==> src/rtl/vga_sync_monitor.sv <==
// Receive-side VGA timing monitor: recovers pixel/line position from HS/VS, locks to the
// expected frame timing and counts timing errors. Optional macro: VGA_SYNC_MONITOR_SYNC2FF_EN.
module vga_sync_monitor #(
    parameter int unsigned H_TOTAL     = 800,
    parameter int unsigned H_SYNC      = 96,
    parameter int unsigned H_BP        = 48,
    parameter int unsigned H_ACT       = 640,
    parameter int unsigned V_TOTAL     = 525,
    parameter int unsigned V_SYNC      = 2,
    parameter int unsigned V_BP        = 33,
    parameter int unsigned V_ACT       = 480,
    parameter int unsigned LOCK_FRAMES = 2
) (
    input  logic       CLK,
    input  logic       RESETN,
    input  logic       PIX_EN,
    input  logic       HS,
    input  logic       VS,
    output logic [9:0] X,
    output logic [9:0] Y,
    output logic       ACTIVE,
    output logic       LOCKED,
    output logic       FRAME_START,
    output logic [7:0] ERR_CNT,
    output logic [1:0] STATE
);

    typedef enum logic [1:0] {
        S_HUNT  = 2'd0,
        S_CHECK = 2'd1,
        S_LOCK  = 2'd2
    } state_t;

    localparam logic [9:0] L_H_LAST  = 10'(H_TOTAL - 1);
    localparam logic [9:0] L_V_LAST  = 10'(V_TOTAL - 1);
    localparam logic [9:0] L_H_START = 10'(H_SYNC + H_BP);
    localparam logic [9:0] L_H_END   = 10'(H_SYNC + H_BP + H_ACT);
    localparam logic [9:0] L_V_START = 10'(V_SYNC + V_BP);
    localparam logic [9:0] L_V_END   = 10'(V_SYNC + V_BP + V_ACT);
    localparam logic [2:0] L_LOCK    = 3'(LOCK_FRAMES);

    logic       w_hs;
    logic       w_vs;

`ifdef VGA_SYNC_MONITOR_SYNC2FF_EN
    logic [1:0] r_hs_sync;
    logic [1:0] r_vs_sync;

    always_ff @(posedge CLK or negedge RESETN) begin
        if (!RESETN) begin
            r_hs_sync <= '1;
            r_vs_sync <= '1;
        end else begin
            r_hs_sync <= {r_hs_sync[0], HS};
            r_vs_sync <= {r_vs_sync[0], VS};
        end
    end

    assign w_hs = r_hs_sync[1];
    assign w_vs = r_vs_sync[1];
`else
    assign w_hs = HS;
    assign w_vs = VS;
`endif

    state_t     r_state;
    state_t     w_state_nxt;
    logic       r_hs_prev;
    logic       r_vs_prev;
    logic [9:0] r_hcnt;
    logic [9:0] r_vcnt;
    logic [2:0] r_good;
    logic       r_frame_err;
    logic [7:0] r_err;
    logic [9:0] r_x;
    logic [9:0] r_y;
    logic       r_active;
    logic       r_locked;
    logic       r_fs;

    logic       w_hs_fall;
    logic       w_vs_fall;
    logic [9:0] w_hcnt_nxt;
    logic [9:0] w_vcnt_nxt;
    logic       w_h_sat;
    logic       w_v_sat;
    logic       w_h_err;
    logic       w_v_err;
    logic       w_any_err;
    logic [2:0] w_good_nxt;
    logic [2:0] w_good_inc;
    logic [1:0] w_err_inc;
    logic [8:0] w_err_sum;
    logic       w_act_nxt;
    logic [9:0] w_x_nxt;
    logic [9:0] w_y_nxt;

    assign w_hs_fall = PIX_EN & r_hs_prev & ~w_hs;
    assign w_vs_fall = PIX_EN & r_vs_prev & ~w_vs;
    assign w_h_err   = w_hs_fall && (r_hcnt != L_H_LAST) && (r_state != S_HUNT);
    assign w_v_err   = w_vs_fall && (r_vcnt != L_V_LAST) && (r_state != S_HUNT);
    assign w_any_err = w_h_err | w_v_err;
    assign w_good_inc = r_good + 3'd1;

    // Saturation is flagged only on the step into 1023 so a stuck counter counts once.
    always_comb begin
        w_hcnt_nxt = r_hcnt;
        w_vcnt_nxt = r_vcnt;
        w_h_sat    = 1'b0;
        w_v_sat    = 1'b0;
        if (PIX_EN) begin
            if (w_hs_fall) begin
                w_hcnt_nxt = '0;
            end else if (r_hcnt != '1) begin
                w_hcnt_nxt = r_hcnt + 10'd1;
                w_h_sat    = (r_hcnt == 10'd1022);
            end
            if (w_vs_fall) begin
                w_vcnt_nxt = '0;
            end else if (w_hs_fall && (r_vcnt != '1)) begin
                w_vcnt_nxt = r_vcnt + 10'd1;
                w_v_sat    = (r_vcnt == 10'd1022);
            end
        end
    end

    always_comb begin
        w_state_nxt = r_state;
        w_good_nxt  = r_good;
        if (PIX_EN) begin
            if (w_h_sat || w_v_sat) begin
                w_state_nxt = S_HUNT;
                w_good_nxt  = '0;
            end else begin
                case (r_state)
                    S_HUNT: begin
                        if (w_vs_fall) begin
                            w_state_nxt = S_CHECK;
                            w_good_nxt  = '0;
                        end
                    end
                    S_CHECK: begin
                        if (w_vs_fall) begin
                            if (!r_frame_err && !w_any_err) begin
                                w_good_nxt = w_good_inc;
                                if (w_good_inc == L_LOCK) begin
                                    w_state_nxt = S_LOCK;
                                end
                            end else begin
                                w_good_nxt = '0;
                            end
                        end
                    end
                    S_LOCK: begin
                        if (w_any_err) begin
                            w_state_nxt = S_CHECK;
                            w_good_nxt  = '0;
                        end
                    end
                    default: begin
                        w_state_nxt = S_HUNT;
                        w_good_nxt  = '0;
                    end
                endcase
            end
        end
    end

    assign w_err_inc = 2'(w_any_err) + 2'(w_h_sat) + 2'(w_v_sat);
    assign w_err_sum = {1'b0, r_err} + {7'd0, w_err_inc};

    // Outputs are derived from the post-update counters so they align with the sampled tick.
    assign w_act_nxt = (w_hcnt_nxt >= L_H_START) && (w_hcnt_nxt < L_H_END) &&
                       (w_vcnt_nxt >= L_V_START) && (w_vcnt_nxt < L_V_END) &&
                       (w_state_nxt == S_LOCK);
    assign w_x_nxt   = w_act_nxt ? (w_hcnt_nxt - L_H_START) : '0;
    assign w_y_nxt   = w_act_nxt ? (w_vcnt_nxt - L_V_START) : '0;

    always_ff @(posedge CLK or negedge RESETN) begin
        if (!RESETN) begin
            r_state     <= S_HUNT;
            r_hs_prev   <= 1'b1;
            r_vs_prev   <= 1'b1;
            r_hcnt      <= '0;
            r_vcnt      <= '0;
            r_good      <= '0;
            r_frame_err <= 1'b0;
            r_err       <= '0;
            r_x         <= '0;
            r_y         <= '0;
            r_active    <= 1'b0;
            r_locked    <= 1'b0;
            r_fs        <= 1'b0;
        end else begin
            r_state  <= w_state_nxt;
            r_good   <= w_good_nxt;
            r_hcnt   <= w_hcnt_nxt;
            r_vcnt   <= w_vcnt_nxt;
            r_locked <= (w_state_nxt == S_LOCK);
            r_fs     <= PIX_EN && w_act_nxt && (w_x_nxt == '0) && (w_y_nxt == '0);
            r_err    <= w_err_sum[8] ? 8'hFF : w_err_sum[7:0];
            if (PIX_EN) begin
                r_hs_prev <= w_hs;
                r_vs_prev <= w_vs;
                r_active  <= w_act_nxt;
                r_x       <= w_x_nxt;
                r_y       <= w_y_nxt;
                if (w_vs_fall) begin
                    r_frame_err <= 1'b0;
                end else if (w_h_err) begin
                    r_frame_err <= 1'b1;
                end
            end
        end
    end

    assign X           = r_x;
    assign Y           = r_y;
    assign ACTIVE      = r_active;
    assign LOCKED      = r_locked;
    assign FRAME_START = r_fs;
    assign ERR_CNT     = r_err;
    assign STATE       = r_state;

endmodule

==> config.mk <==
export PLATFORM = sky130hd
export DESIGN_NAME = vga_sync_monitor
export DESIGN_NICKNAME = d
export VERILOG_FILES = /design/src/rtl/vga_sync_monitor.sv
export SDC_FILE = /design/constraint.sdc
export NUM_CORES = 1
export LEC_CHECK = 0
export CORE_MARGIN = 2
export CORE_UTILIZATION = 52
export DETAILED_ROUTE_END_ITERATION = 7
export PLACE_DENSITY_LB_ADDON = 0.25
export SYNTH_ARGS = -nofsm -noshare
export SYNTH_HDL_FRONTEND = slang
export SYNTH_SLANG_ARGS = --single-unit
==> constraint.sdc <==
create_clock -name CLK -period 3 [get_ports CLK]
set_input_delay 0.45 -clock CLK [delete_from_list [all_inputs] [get_ports CLK]]
set_output_delay 0.45 -clock CLK [all_outputs]
set_load 0.02 [all_outputs]
# After elaboration in Yosys (flattened, before gate mapping)
# Index checks and enable logic that the tools add are counted.
[totals]
register_bits = 59
inputBits = 5
out_inout_bits = 33
word_cells = 99
[op_classes]
addsub = 8
magnitude_cmp = 4
eq_ne = 13
muxes = 31
bitwise_logic = 7
n_reduce_logical = 23
[op_table]
columns = ["cell", "n"]
rows = [
  ["10-bit 2-to-1 mux", 8],
  ["10-bit inequality test, second input constant", 4],
  ["10-bit by 1-bit adder with 10-bit output, second input constant", 2],
  ["10-bit == test, second input constant", 2],
  ["10-bit logical NOT", 2],
  ["10-bit < comparator, second input constant", 2],
  ["3-bit 2-to-1 mux", 5],
  ["2-bit 2-to-1 mux", 7],
  ["1-bit logical AND", 13],
  ["10-bit by 6-bit greater-or-equal comparator with 1-bit output, second input constant", 1],
  ["10-bit by 8-bit greater-or-equal comparator with 1-bit output, second input constant", 1],
  ["10-bit by 6-bit subtractor with 10-bit output, second input constant", 1],
  ["10-bit by 8-bit subtractor with 10-bit output, second input constant", 1],
  ["8-bit by 2-bit adder with 9-bit output", 1],
  ["3-bit inequality test, second input constant", 3],
  ["3-bit case mux with 3 select lines", 1],
  ["1-bit 2-to-1 mux", 8],
  ["8-bit 2-to-1 mux", 1],
  ["2-bit case mux with 3 select lines", 1],
  ["1-bit AND", 4],
  ["2-bit == test, second input constant", 2],
  ["4-bit AND reduction", 1],
  ["2-bit nonzero test", 2],
  ["3-bit by 1-bit adder with 3-bit output, second input constant", 1],
  ["other kinds (10)", 12],
]

# Depth between registers and ports, before layout
[depth]
depth_word = 18
mapped_depth = 13
depth_no_buf = 13

# Worst setup path before layout
# OpenSTA, ideal clock, no wires.
[synth_timing]
path_type = "in2reg"
from = "input PIX_EN"
to = "register r_fs, in the netlist FRAME_START"
setup_time_ps = 111
arrival_time_ps = 2995
required_time_ps = 2889
slack_ps = -106
path_stages = 11
n_path_buf = 2
cell_sequence = "buf_4 > nand2_1 > nor2_1 > clkbuf_1 > nor2_1 > ha_1 > o41a_1 > a31oi_1 > o32a_1 > nand4_1 > a2111oi_2"
[synth_lines]
columns = ["item", "line", "text"]
rows = [
  ["start: declaration", "16", "input logic PIX_EN,"],
  ["1-bit AND (2 in a row)", "98", "assign w_hs_fall = PIX_EN & r_hs_prev & ~w_hs;"],
  ["1-bit logical AND", "120", "end else if (w_hs_fall && (r_vcnt != '1)) begin"],
  ["10-bit 2-to-1 mux", "120", ""],
  ["10-bit 2-to-1 mux", "118", "if (w_vs_fall) begin"],
  ["10-bit 2-to-1 mux *", "111", "if (PIX_EN) begin"],
  ["via w_vcnt_nxt[0]", "84", "logic [9:0] w_vcnt_nxt;"],
  ["10-bit by 6-bit greater-or-equal comparator with 1-bit output", "174", "(w_vcnt_nxt >= L_V_START) && (w_vcnt_nxt < L_V_END) &&"],
  ["1-bit logical AND", "173", "assign w_act_nxt = (w_hcnt_nxt >= L_H_START) && (w_hcnt_nxt < L_H_END) &&"],
  ["1-bit logical AND (2 in a row)", "174", ""],
  ["10-bit 2-to-1 mux", "176", "assign w_x_nxt = w_act_nxt ? (w_hcnt_nxt - L_H_START) : '0;"],
  ["10-bit logical NOT", "200", "r_fs <= PIX_EN && w_act_nxt && (w_x_nxt == '0) && (w_y_nxt == '0);"],
  ["1-bit logical AND", "200", ""],
  ["1-bit logical AND *", "200", ""],
  ["end signal: assignment", "200", ""],
  ["end: declaration", "79", "logic r_fs;"],
]
# The timed path passes the listed nets; every way through them passes the cells marked *.
# A chain may end at the register's enable or synchronous reset.

# Worst setup path after layout
[layout_timing]
from = "register r_hcnt[0]"
to = "register r_fs, in the netlist FRAME_START"
[layout_lines]
columns = ["item", "line", "text"]
rows = [
  ["start: declaration", "70", "logic [9:0] r_hcnt;"],
  ["start signal: assignment", "197", "r_hcnt <= w_hcnt_nxt;"],
  ["10-bit by 1-bit adder with 10-bit output / 10-bit inequality test (equally long branches)", "115, 114", ""],
  ["10-bit 2-to-1 mux *", "114", "end else if (r_hcnt != '1) begin"],
  ["10-bit 2-to-1 mux *", "112", "if (w_hs_fall) begin"],
  ["10-bit 2-to-1 mux *", "111", ""],
  ["via w_hcnt_nxt[5]", "83", "logic [9:0] w_hcnt_nxt;"],
  ["10-bit by 8-bit greater-or-equal comparator with 1-bit output / 10-bit < comparator (equally long branches)", "173", ""],
  ["1-bit logical AND (2 in a row)", "173", ""],
  ["1-bit logical AND (2 in a row)", "174", ""],
  ["10-bit 2-to-1 mux", "176", ""],
  ["10-bit logical NOT", "200", ""],
  ["1-bit logical AND", "200", ""],
  ["1-bit logical AND *", "200", ""],
]
# Marked as above.

==> results.txt <==
CP Capture Type: flop
Worst VDD drop: 0.000302 V
Register area share after synthesis: 0.391
Initial antenna violation count: 0
Synth Register Bits: 59
Top Ports: 38
Fill cells: 461
CTS Buffer Depth: 2
CP peak stage delay: 0.39 ns
Clk_lat worst skew: 0.35 ns
Pins Over Slew Limit: 0
Area growth syn-to-layout: 46.4%
Placed Cells: 577
Antenna viol nets, final: 0
Total GRT Usage: 0.261
Die Span Y: 89.3 µm
Worst-Margin Slew: 0.576 ns
Total core area: 7140 µm²
Syn_area_per_cell: 10.4 µm²
Routability cong.: 0.835
Worst path slowest cell: dfrtp_1
Final setup fails: 1
Fin area: 5530 µm²
DR iter-0 viols: 230
Layout cells sized above 1: 0.427
Rows: 31
Final net count: 527
Top post-synthesis cells by area: dfrtp_1 38%, o2bb2ai_2 7.5%, ha_1 4.0%
Final design utilization: 0.775
Reg2reg start: r_hcnt[0]
Reg2Reg Setup Slack: -0.07 ns
Leakage: 2.48 nW
Synth top area share: 0.377
Clk Tree Root Cell: clkbuf_8
Critical path's most frequent cell: nand4_1
Synth cell types: 76
Total clock buffers created by CTS: 9
Max-Cap Viols: 0
Status: complete, but fails checks
Min cycle time layout: 3.07 ns
Largest net degree at the start of global routing: 45
CTS Hold Buffers Added: 0
Final hold violation count: 0
# port buffers: 37
Top_reg_cell synth: dfrtp_1
GRT Residual Overflow: 0
Synth area leader: dfrtp_1
Pre-CTS setup slack: -0.515 ns
Via Count: 3558
Cell Chain, Critical Path: ha_1 > buf_4 > and3_1 > or3_1 > a21oi_2 > inv_2 > ha_4 > nor3b_2 > nand4_1 > nor4_4 > nand4_1 > a2111oi_2
Final period util: 1.02
Post-route worst setup slack: -0.0693 ns
Reg2reg path depth: 12
Final Skew: 0.0142 ns
First-pass DRT Iterations: 5
Failing checks: setup timing
TritonCTS clock tree: built
CP arrival: 3.29 ns
DP HPWL: 7.13 mm
N_diodes: 0
Slew HR: 0.613
Worst hold path class: in2async
CTS HTree Levels: 3
Reg2reg end: FRAME_START
Placed cell area: 4900 µm²
RSZ-0062 raised after global routing: yes
FFs w/ async S/R, synth: 1.00
Remaining DRCs: 0
Drt wl/cell: 18.7 µm
Mapped Cells: 364
DIE AREA: 7970 µm²
DIE WIDTH: 89.3 µm
Initial core utilization: 0.530
WS Path Type: reg2reg
First-pass GRT wire length: 16.0 mm
Fmax: 326 MHz
Synthesized cell area: 3780 µm²
Worst-path clk slew: 0.08 ns
Total Power: 2.64 mW
Post-Route WL: 11.4 mm
Syn_nets: 383
Cell area power density: 476 nW/µm²
Vias in the first global route: 3379
Startpoint Class: flop
Final Non-Filler Cells: 612
Sink Count: 59
Worst path required time: 3.23 ns
Worst-path fanout max: 7
Post-synth EDFFs: 0
Warnings, synthesis: 0
Vias per cell: 5.81
[how the worst max path moves through the flow]
stage / start / end / slack [ns]
after CTS: PIX_EN / FRAME_START / -0.009
after floorplan: r_hcnt[1] / ERR_CNT[0] / 0.02
after detailed placement: PIX_EN / FRAME_START / -0.51
after global placement: PIX_EN / FRAME_START / -0.45
after global routing: r_hcnt[5] / FRAME_START / -0.18
final: r_hcnt[0] / FRAME_START / -0.07
[cells by family after synthesis]
logic type,synth area share
AND/OR/NAND/NOR,0.209
buffers and inverters,0.0490
multiplexers,0.0195
AO/OA/AOI/OAI,0.230
flip-flops,0.391
adder cells (fa/ha/maj),0.0503
XOR/XNOR,0.0510
[critical path: cells and delay by family, from the launching register on]
| kind | cells | cell delay [ns] |
|---|---|---|
| buffers and inverters | 2 | 0.24 |
| AO/OA/AOI/OAI | 2 | 0.54 |
| AND/OR/NAND/NOR | 6 | 1.30 |
| flip-flops | 1 | 0.39 |
| adder cells (fa/ha/maj) | 2 | 0.49 |
[cell usage after synthesis, types with 3 or more instances]
master,n
buf_2,7
nor4_1,5
inv_1,21
nand3b_1,3
nor3_1,9
nand4_1,10
mux2i_1,4
nand2b_1,6
a21oi_1,12
and2_1,5
dfrtp_1,57
buf_6,3
o21ai_0,10
a31oi_1,9
mux2_2,3
and3_1,12
xnor2_1,14
nand3_1,11
a211oi_2,3
xor2_1,8
nand2_1,21
or3_1,6
ha_1,12
a21boi_0,3
nor2_1,23
o2bb2ai_2,19
clkbuf_1,4
[sequential cells by signal, summed over array words and instances (netlist names)]
register	flops
ACTIVE	1
r_hcnt	10
FRAME_START	1
r_frame_err	1
Y	10
ERR_CNT	8
r_vcnt	10
r_vs_prev	1
r_hs_prev	1
r_good	3
STATE	2
X	10
LOCKED	1
[placed cells by master (no fill, tap or decap), types with 8 or more instances in the layout]
cell,count
buf_4,104
dfrtp_1,57
clkdlybuf4s50_1,34
nor2_1,22
nand2_1,21
o2bb2ai_2,19
inv_1,16
xnor2_1,14
clkbuf_8,11
nand4_1,10
and3_1,9
o21ai_0,9
a21oi_1,8
[power breakdown]
group	internal (mW)	switching, mW
Clock	0.342	0.336
Sequential	0.886	0.110
Combinational	0.487	0.475
Total	1.72	0.921
[per-layer routing]
metal  track usage  vias up  share of wire
li1              -     1640              -
met5             0        -              0
met1         0.341     1737           0.41
met3        0.0452       33          0.052
met2         0.427      148           0.50
met4         0.113        0          0.037
[per-stage QoR]
stage	TNS, ns	hold WS (ns)
2_1_floorplan	0	0.154
3_3_place_gp	-10.08	0.380
3_5_place_dp	-12.41	0.388
4_1_cts	-0.00927	0.0145
5_1_grt	-0.649	0.0337
6_report	-0.0693	0.00512
[area by class of cell]
| cell class | count | area, µm² | share of cell area |
|---|---|---|---|
| Clock inverter | 4 | 25.0 | 0.00452 |
| Multi-Input combinational cell | 267 | 2370 | 0.429 |
| Sequential cell | 59 | 1480 | 0.267 |
| Clock buffer | 12 | 155 | 0.0280 |
| Inverter | 21 | 78.8 | 0.0142 |
| Tap cell | 99 | 124 | 0.0224 |
| Timing Repair Buffer | 150 | 1300 | 0.234 |
[repair_timing]
item                                    4_1_cts  5_1_grt
endpoints found under the setup margin       30       30
gates cloned                                  0        3
pin swaps                                     5       28
setup buffers                                 2       15
resized for setup                            12       47
No activity file was read; power rests on OpenSTA's default activity.
